[config.mk]
export PLATFORM = sky130hd
export DESIGN_NAME = rgb_expand
export DESIGN_NICKNAME = d
export VERILOG_FILES = /design/src/rtl/rgb_expand.sv
export SDC_FILE = /design/constraint.sdc
export NUM_CORES = 1
export LEC_CHECK = 0
export CAP_MARGIN = 40
export CORE_ASPECT_RATIO = 0.75
export CORE_MARGIN = 8
export CORE_UTILIZATION = 40
export CTS_CLUSTER_DIAMETER = 150
export DETAILED_ROUTE_END_ITERATION = 10
export GPL_TIMING_DRIVEN = 0
export PLACE_DENSITY = 0.61
export SLEW_MARGIN = 20
export SYNTH_ARGS = -nofsm -noshare
export SYNTH_HDL_FRONTEND = slang
export SYNTH_SLANG_ARGS = --single-unit
[constraint.sdc]
create_clock -name clk_in -period 5.4 [get_ports clk_in]
set_input_delay 1.08 -clock clk_in [delete_from_list [all_inputs] [get_ports clk_in]]
set_output_delay 1.08 -clock clk_in [all_outputs]
set_load 0.03 [all_outputs]
[src/rtl/rgb_expand.sv]
// Expands a 3-bit per-channel code stream back to full-width RGB pixels,
// repeating each code AVERAGE_OVER times behind a small input code FIFO.
module rgb_expand #(
   parameter int COLOUR_DEPTH = 8,
   parameter int AVERAGE_OVER = 3,
   parameter int FIFO_DEPTH   = 4,
   parameter int HIGH_LEVEL   = 2**COLOUR_DEPTH-1,
   parameter int LOW_LEVEL    = 0
) (
   input  logic                      clk_in,
   input  logic                      rst_n_in,
   input  logic [2:0]                compressed_in,
   input  logic                      last_in,
   input  logic                      valid_in,
   output logic                      ready_out,
   output logic [3*COLOUR_DEPTH-1:0] rgb_out,
   output logic                      last_out,
   output logic                      valid_out,
   input  logic                      ready_in,
   output logic [31:0]               pixel_count_out
);

   // Handshake: a transfer happens on a rising edge where valid and ready are
   // both high; a held valid keeps its payload stable until it is taken.

   localparam int PTR_W = $clog2(FIFO_DEPTH);
   localparam int CNT_W = PTR_W + 1;
   localparam int REP_W = $clog2(AVERAGE_OVER) + 1;
   localparam int PIX_W = 3 * COLOUR_DEPTH;

   localparam logic [COLOUR_DEPTH-1:0] HI_C       = COLOUR_DEPTH'(HIGH_LEVEL);
   localparam logic [COLOUR_DEPTH-1:0] LO_C       = COLOUR_DEPTH'(LOW_LEVEL);
   localparam logic [REP_W-1:0]        REP_LAST_C = REP_W'(AVERAGE_OVER - 1);
   localparam logic [CNT_W-1:0]        DEPTH_C    = CNT_W'(FIFO_DEPTH);

   typedef enum logic {
      IDLE = 1'b0,
      EMIT = 1'b1
   } state_e;

   state_e             state_q, state_d;
   logic [REP_W-1:0]   rep_q, rep_d;
   logic [PIX_W-1:0]   pix_q, pix_d;
   logic               code_last_q, code_last_d;
   logic               valid_q, valid_d;
   logic               last_q, last_d;
   logic [31:0]        pixel_count_q, pixel_count_d;
   logic               ready_q, ready_d;

   logic [3:0]         mem_q [FIFO_DEPTH];
   logic [3:0]         mem_d [FIFO_DEPTH];
   logic [PTR_W-1:0]   wr_ptr_q, wr_ptr_d;
   logic [PTR_W-1:0]   rd_ptr_q, rd_ptr_d;
   logic [CNT_W-1:0]   fifo_cnt_q, fifo_cnt_d;

   logic               push;
   logic               pop;
   logic               load;
   logic               out_xfer;
   logic [3:0]         head;

   function automatic logic [PIX_W-1:0] expand(input logic [2:0] code);
      expand = {code[2] ? HI_C : LO_C,
                code[1] ? HI_C : LO_C,
                code[0] ? HI_C : LO_C};
   endfunction

   assign head     = mem_q[rd_ptr_q];
   assign push     = valid_in && ready_q;
   assign out_xfer = valid_q && ready_in;

   always_comb begin
      state_d     = state_q;
      rep_d       = rep_q;
      pix_d       = pix_q;
      code_last_d = code_last_q;
      valid_d     = valid_q;
      load        = 1'b0;

      case (state_q)
         IDLE: begin
            if (fifo_cnt_q != '0) begin
               load    = 1'b1;
               valid_d = 1'b1;
               state_d = EMIT;
            end
         end
         EMIT: begin
            if (out_xfer) begin
               if (rep_q != REP_LAST_C) begin
                  rep_d = rep_q + REP_W'(1);
               end else if (fifo_cnt_q != '0) begin
                  // Next code is loaded on the same edge so replicas run gap-free.
                  load = 1'b1;
               end else begin
                  valid_d = 1'b0;
                  state_d = IDLE;
               end
            end
         end
         default: state_d = IDLE;
      endcase

      if (load) begin
         pix_d       = expand(head[2:0]);
         code_last_d = head[3];
         rep_d       = '0;
      end
      pop = load;

      last_d = valid_d && code_last_d && (rep_d == REP_LAST_C);

      pixel_count_d = pixel_count_q;
      if (out_xfer) begin
         pixel_count_d = last_q ? 32'd0 : pixel_count_q + 32'd1;
      end
   end

   always_comb begin
      mem_d    = mem_q;
      wr_ptr_d = wr_ptr_q;
      rd_ptr_d = rd_ptr_q;
      if (push) begin
         mem_d[wr_ptr_q] = {last_in, compressed_in};
         wr_ptr_d        = wr_ptr_q + PTR_W'(1);
      end
      if (pop) begin
         rd_ptr_d = rd_ptr_q + PTR_W'(1);
      end
      case ({push, pop})
         2'b10:   fifo_cnt_d = fifo_cnt_q + CNT_W'(1);
         2'b01:   fifo_cnt_d = fifo_cnt_q - CNT_W'(1);
         default: fifo_cnt_d = fifo_cnt_q;
      endcase
      // Registered ready: a pop at full only frees a slot from the next cycle on.
      ready_d = (fifo_cnt_d < DEPTH_C);
   end

   always_ff @(posedge clk_in or negedge rst_n_in) begin
      if (!rst_n_in) begin
         state_q       <= IDLE;
         rep_q         <= '0;
         pix_q         <= '0;
         code_last_q   <= 1'b0;
         valid_q       <= 1'b0;
         last_q        <= 1'b0;
         pixel_count_q <= '0;
         ready_q       <= 1'b0;
         wr_ptr_q      <= '0;
         rd_ptr_q      <= '0;
         fifo_cnt_q    <= '0;
         for (int i = 0; i < FIFO_DEPTH; i++) begin
            mem_q[i] <= '0;
         end
      end else begin
         state_q       <= state_d;
         rep_q         <= rep_d;
         pix_q         <= pix_d;
         code_last_q   <= code_last_d;
         valid_q       <= valid_d;
         last_q        <= last_d;
         pixel_count_q <= pixel_count_d;
         ready_q       <= ready_d;
         wr_ptr_q      <= wr_ptr_d;
         rd_ptr_q      <= rd_ptr_d;
         fifo_cnt_q    <= fifo_cnt_d;
         mem_q         <= mem_d;
      end
   end

   assign ready_out       = ready_q;
   assign rgb_out         = pix_q;
   assign last_out        = last_q;
   assign valid_out       = valid_q;
   assign pixel_count_out = pixel_count_q;

endmodule

Yosys cells after proc, flatten, opt, wreduce, memory -nomap -nowiden

Index checks and enable logic that the tools add are counted.

Word-level logic and storage cells: 66
Input port bits: 8
Register bits: 87
Output and inout bits: 59

Magnitude comparators: 4
Reductions and logical operators: 6
Eq/ne operators: 4
Add/sub/neg operators: 6
Mux-type cells: 28
Bitwise logic cells: 3

Operators with widths:

| operator                                                   | number |
|---|---|
| adder 32 x 1 -> 32 bit, second input constant              | 1 |
| 2-to-1 mux 32 bit                                          | 1 |
| 2-to-1 mux 8 bit                                           | 3 |
| bitwise mux 16 bit                                         | 1 |
| 2-to-1 mux 3 bit                                           | 4 |
| 2-to-1 mux 4 bit                                           | 3 |
| 2-to-1 mux 1 bit                                           | 10 |
| binary-select mux 4 bit (select 2 bit)                     | 1 |
| demux 4 bit (select 2 bit)                                 | 1 |
| adder 3 x 1 -> 3 bit, second input constant                | 2 |
| >= comparator 3 bit, second input constant                 | 2 |
| NOT 2 -> 3 bit                                             | 2 |
| one-hot mux 1 bit (2 select lines)                         | 3 |
| one-hot mux 3 bit (2 select lines)                         | 1 |
| logical AND 1 bit                                          | 5 |
| adder 2 x 1 -> 2 bit, second input constant                | 2 |
| equality test 3 x 2 -> 1 bit, second input constant        | 1 |
| less-than comparator 3 x 1 -> 1 bit, second input constant | 1 |
| less-than comparator 3 bit, second input constant          | 1 |
| inequality test 3 x 2 -> 1 bit, second input constant      | 1 |
| nonzero test 3 bit                                         | 1 |
| subtractor 3 x 1 -> 3 bit, second input constant           | 1 |
| equality test 2 x 1 -> 1 bit, second input constant        | 1 |
| equality test 2 bit, second input constant                 | 1 |
| NOT 1 bit                                                  | 1 |

Depth between registers and ports, before layout

Depth in word-level cells: 8
Depth in mapped cells: 11
Gate-level depth less buffers: 10

Worst setup path after synthesis

OpenSTA, ideal clock, no wires.

Path kind: in2reg
Start: in ready_in
End: reg fifo_cnt_q[1]
Setup time: 0.125 ns
Arrival time: 2.612 ns
Path buffers: 1
Stages on the path: 6
Required time: 5.275 ns
Path slack: 2.663 ns
Cells stage by stage: nand4b_1 > a21oi_1 > clkbuf_1 > ha_1 > fa_1 > mux2_2

Word-level cells in the longest chain between the ends: 5
Elaborated cells between the ends (all ways): 6
Those cells by class: eq/ne (2); mux (3); reduce/logical (1)

Ends and longest elaborated chain:

| element                                                                    | line | source |
|---|---|---|
| from (decl)                                                                | 19   | `input logic ready_in,` |
| logical AND 1 bit (*)                                                      | 70   | `assign out_xfer = valid_q && ready_in;` |
| 2-to-1 mux 1 bit (*)                                                       | 89   | `if (out_xfer) begin` |
| one-hot mux 1 bit (2 select lines) (*)                                     | 80   | `case (state_q)` |
| equality test 2 x 1 -> 1 bit / equality test 2 bit (equally long branches) | 130  | `case ({push, pop})` |
| one-hot mux 3 bit (2 select lines) (*)                                     | 130  |  |
| to (signal assigned)                                                       | 166  | `fifo_cnt_q <= fifo_cnt_d;` |
| to (decl)                                                                  | 54   | `logic [CNT_W-1:0] fifo_cnt_q, fifo_cnt_d;` |

Mark *: on every way between the ends. The rest lies on a longest branch, timed or not.
A chain may end at the register's enable or synchronous reset.

Worst setup path in the final report

Same ends and word-level chain as after synthesis.

==> results.cfg <==
[setup_path]
critical-path-top-delay-family = buffers and inverters
crit_chain = clkdlybuf4s50_1, nand4b_1, a21oi_1, clkbuf_1, ha_1, fa_1, mux2_2
startpoint_type = input port
endpoint_kind = flip-flop
worstSetupPathType = in -> reg
critical-path-max-stage-delay_ns = 0.72
critPathBufInv = 2
crit_fanout = 10
cp.required_ns = 5.60
slowest_stage = clkdlybuf4s50_1
cp.arrival_ns = 3.72

[cells_and_area]
final_cell_count_no_fill = 525
drive_gt1_share_pct = 18.5
final_area_um2 = 4670
syn_to_final_growth_pct = 33.5
num_antenna_cells = 0
nNetsFinal = 429
fillCellCount = 795
final_util_pct = 55.0

[global_route]
grt_max_degree = 56
grt_pass1_wl_um = 14200
antenna_found_initial = 0
grt.total_usage_pct = 14.7
overflow = 0
grt_pass1_vias = 2728

[timing]
layout_setup_ws_ns = 1.88
final_max_slew_viol_count = 0
fin_crit_sh_pct = 65.1
rsz0062_at_grt = no
finalHoldViolCount = 0
finClkSkew_ns = 0.00347
fmax_mhz = 284
layout_min_cycle_time_ns = 3.52
setup_tns_ns = 0
setup-violations-final = 0
slew_headroom_pct = 50.7
tightest_slew_ns = 0.732
whs_ns = 0.501

[drt]
drt-pass1-iter-count = 4
ant_nets = 0
drc = 0
vias = 2865
routed_wl_um = 8560
drt-initial-drc-count = 229
wl_per_cell_um = 16.3
viasPerCell = 5.46

[yosys]
synth_edf_count = 0
synth_top_area_cell = dfrtp_1
yosysMostFrequentCell = dfrtp_1
synth_top_area_share_pct = 47.2
synth_nets = 349
yosysWarnings = 0
synth_commonest_cells = dfrtp_1, nand2_1, mux2_2, buf_4, a21oi_1
synth_seq_cells = 66
synth_ff_type = dfrtp_1
synthTopCellsByArea = dfrtp_1, mux2_2, buf_4, nand2_1, ha_1
synthArstFlopShare_pct = 100
synth_cells = 332
ys_seq_area_share_pct = 47.2
netlist_area_um2 = 3500
ys_types = 43
syn_avg_cell_area_um2 = 10.5

[power_and_ir_drop]
irDropWorstVdd_mv = 0.141
p_per_area_nw_per_um2 = 244
leakage_nw = 1.97
design_power_total_mw = 1.14

[clock_tree]
path_clk_slew_ns = 0.05
cts_root_buffer = clkbuf_16
clock_sinks = 66
clkLatencyLatePin_ns = 0.32
cts-htree-levels = 3
cts_setup_buffers = 0
cts_tree = done
numCtsBuffers = 9
cts_hold_buf = 0
post_cts_resize_count = 0
cts.path.max_buffers = 2

[die]
fp.coreArea_um2 = 8490
die_area_um2 = 12000
start_util_pct = 41.2
rows = 29
die_h_um = 97.0
die-width_um = 124
io_pins = 67

[place]
place_hpwl_um = 6390
place_area_um2 = 4340
io_buffer_count = 66
place_ws_ns = 1.58
placed_cells = 509
gp_congestion = 0.829

[run]
drv_cap = 0

[min_path]
hold_class = reg -> reg

[run_status]
status = finished clean
[cells in the final DEF (no fill, tap or decap), drive strengths merged, types with 5 or more instances in the layout]
| cell | n |
|---|---|
| nand2 | 29 |
| nand4 | 15 |
| or4 | 11 |
| and3 | 5 |
| clkbuf | 17 |
| dfrtp | 66 |
| inv | 11 |
| nor4 | 10 |
| or3 | 10 |
| clkdlybuf4s50 | 65 |
| o31ai | 6 |
| o21ai | 12 |
| a21oi | 18 |
| mux2 | 25 |
| buf | 25 |
| xnor2 | 10 |
| nor3 | 5 |
| nor2 | 12 |
| nand3 | 14 |
| ha | 8 |
[cell type report]
type	count	area, um^2	share of cell area, %
flip-flops and latches	66	1650	35.4
multi-input cells	226	1610	34.6
repair buffers	69	708	15.2
clock buffers	10	239	5.12
plain buffers	30	194	4.15
well taps	108	135	2.89
clock inverters	6	88.8	1.90
inverters	10	37.5	0.804
[per-layer routing]
layer	GRT usage (%)	up-vias	wire length, um
li1	-	1368	-
met1	20.6	1407	3920
met2	21.3	82	3800
met3	4.76	8	759
met4	3.28	0	90
met5	0	-	0
[registers in the layout, indices dropped and copies added, names as in the netlist, 2 cells and up, named ones only]
name and cells:
fifo_cnt_q 2, rep_q 3, mem_q 16, pixel_count_out 32, wr_ptr_q 2, rd_ptr_q 2, rgb_out 3
[cell families after synthesis]
group	count (synthesis)	share of synthesized area [%]
AOI/OAI and AO/OA	49	8.73
xor gates and xnor gates	12	3.01
adders and majority gates	9	3.43
buffers and inverters	40	6.62
DFF	66	47.2
muxes	30	10.9
and+or+nand+nor	126	20.1
[final timing paths]
kind	from	cells past startpoint	to	slack [ns]
max	ready_in	7	fifo_cnt_q[1]	1.88
min reg2reg	mem_q[5]	1	mem_q[5]	0.50
min	mem_q[5]	1	mem_q[5]	0.50
max reg2reg	flip-flop	9	ready_out	2.69
min in group asynchronous	rst_n_in	1	pixel_count_out[17]	0.60
max in group asynchronous	rst_n_in	2	pixel_count_out[14]	4.29
[power breakdown]
part | internal [mW] | switching (mW) | total [mW]
Clock | 0.417 | 0.209 | 0.626
Combinational | 0.00663 | 0.0130 | 0.0197
Sequential | 0.495 | 0 | 0.495
Total | 0.918 | 0.222 | 1.14
No activity file was read; power rests on OpenSTA's default activity.
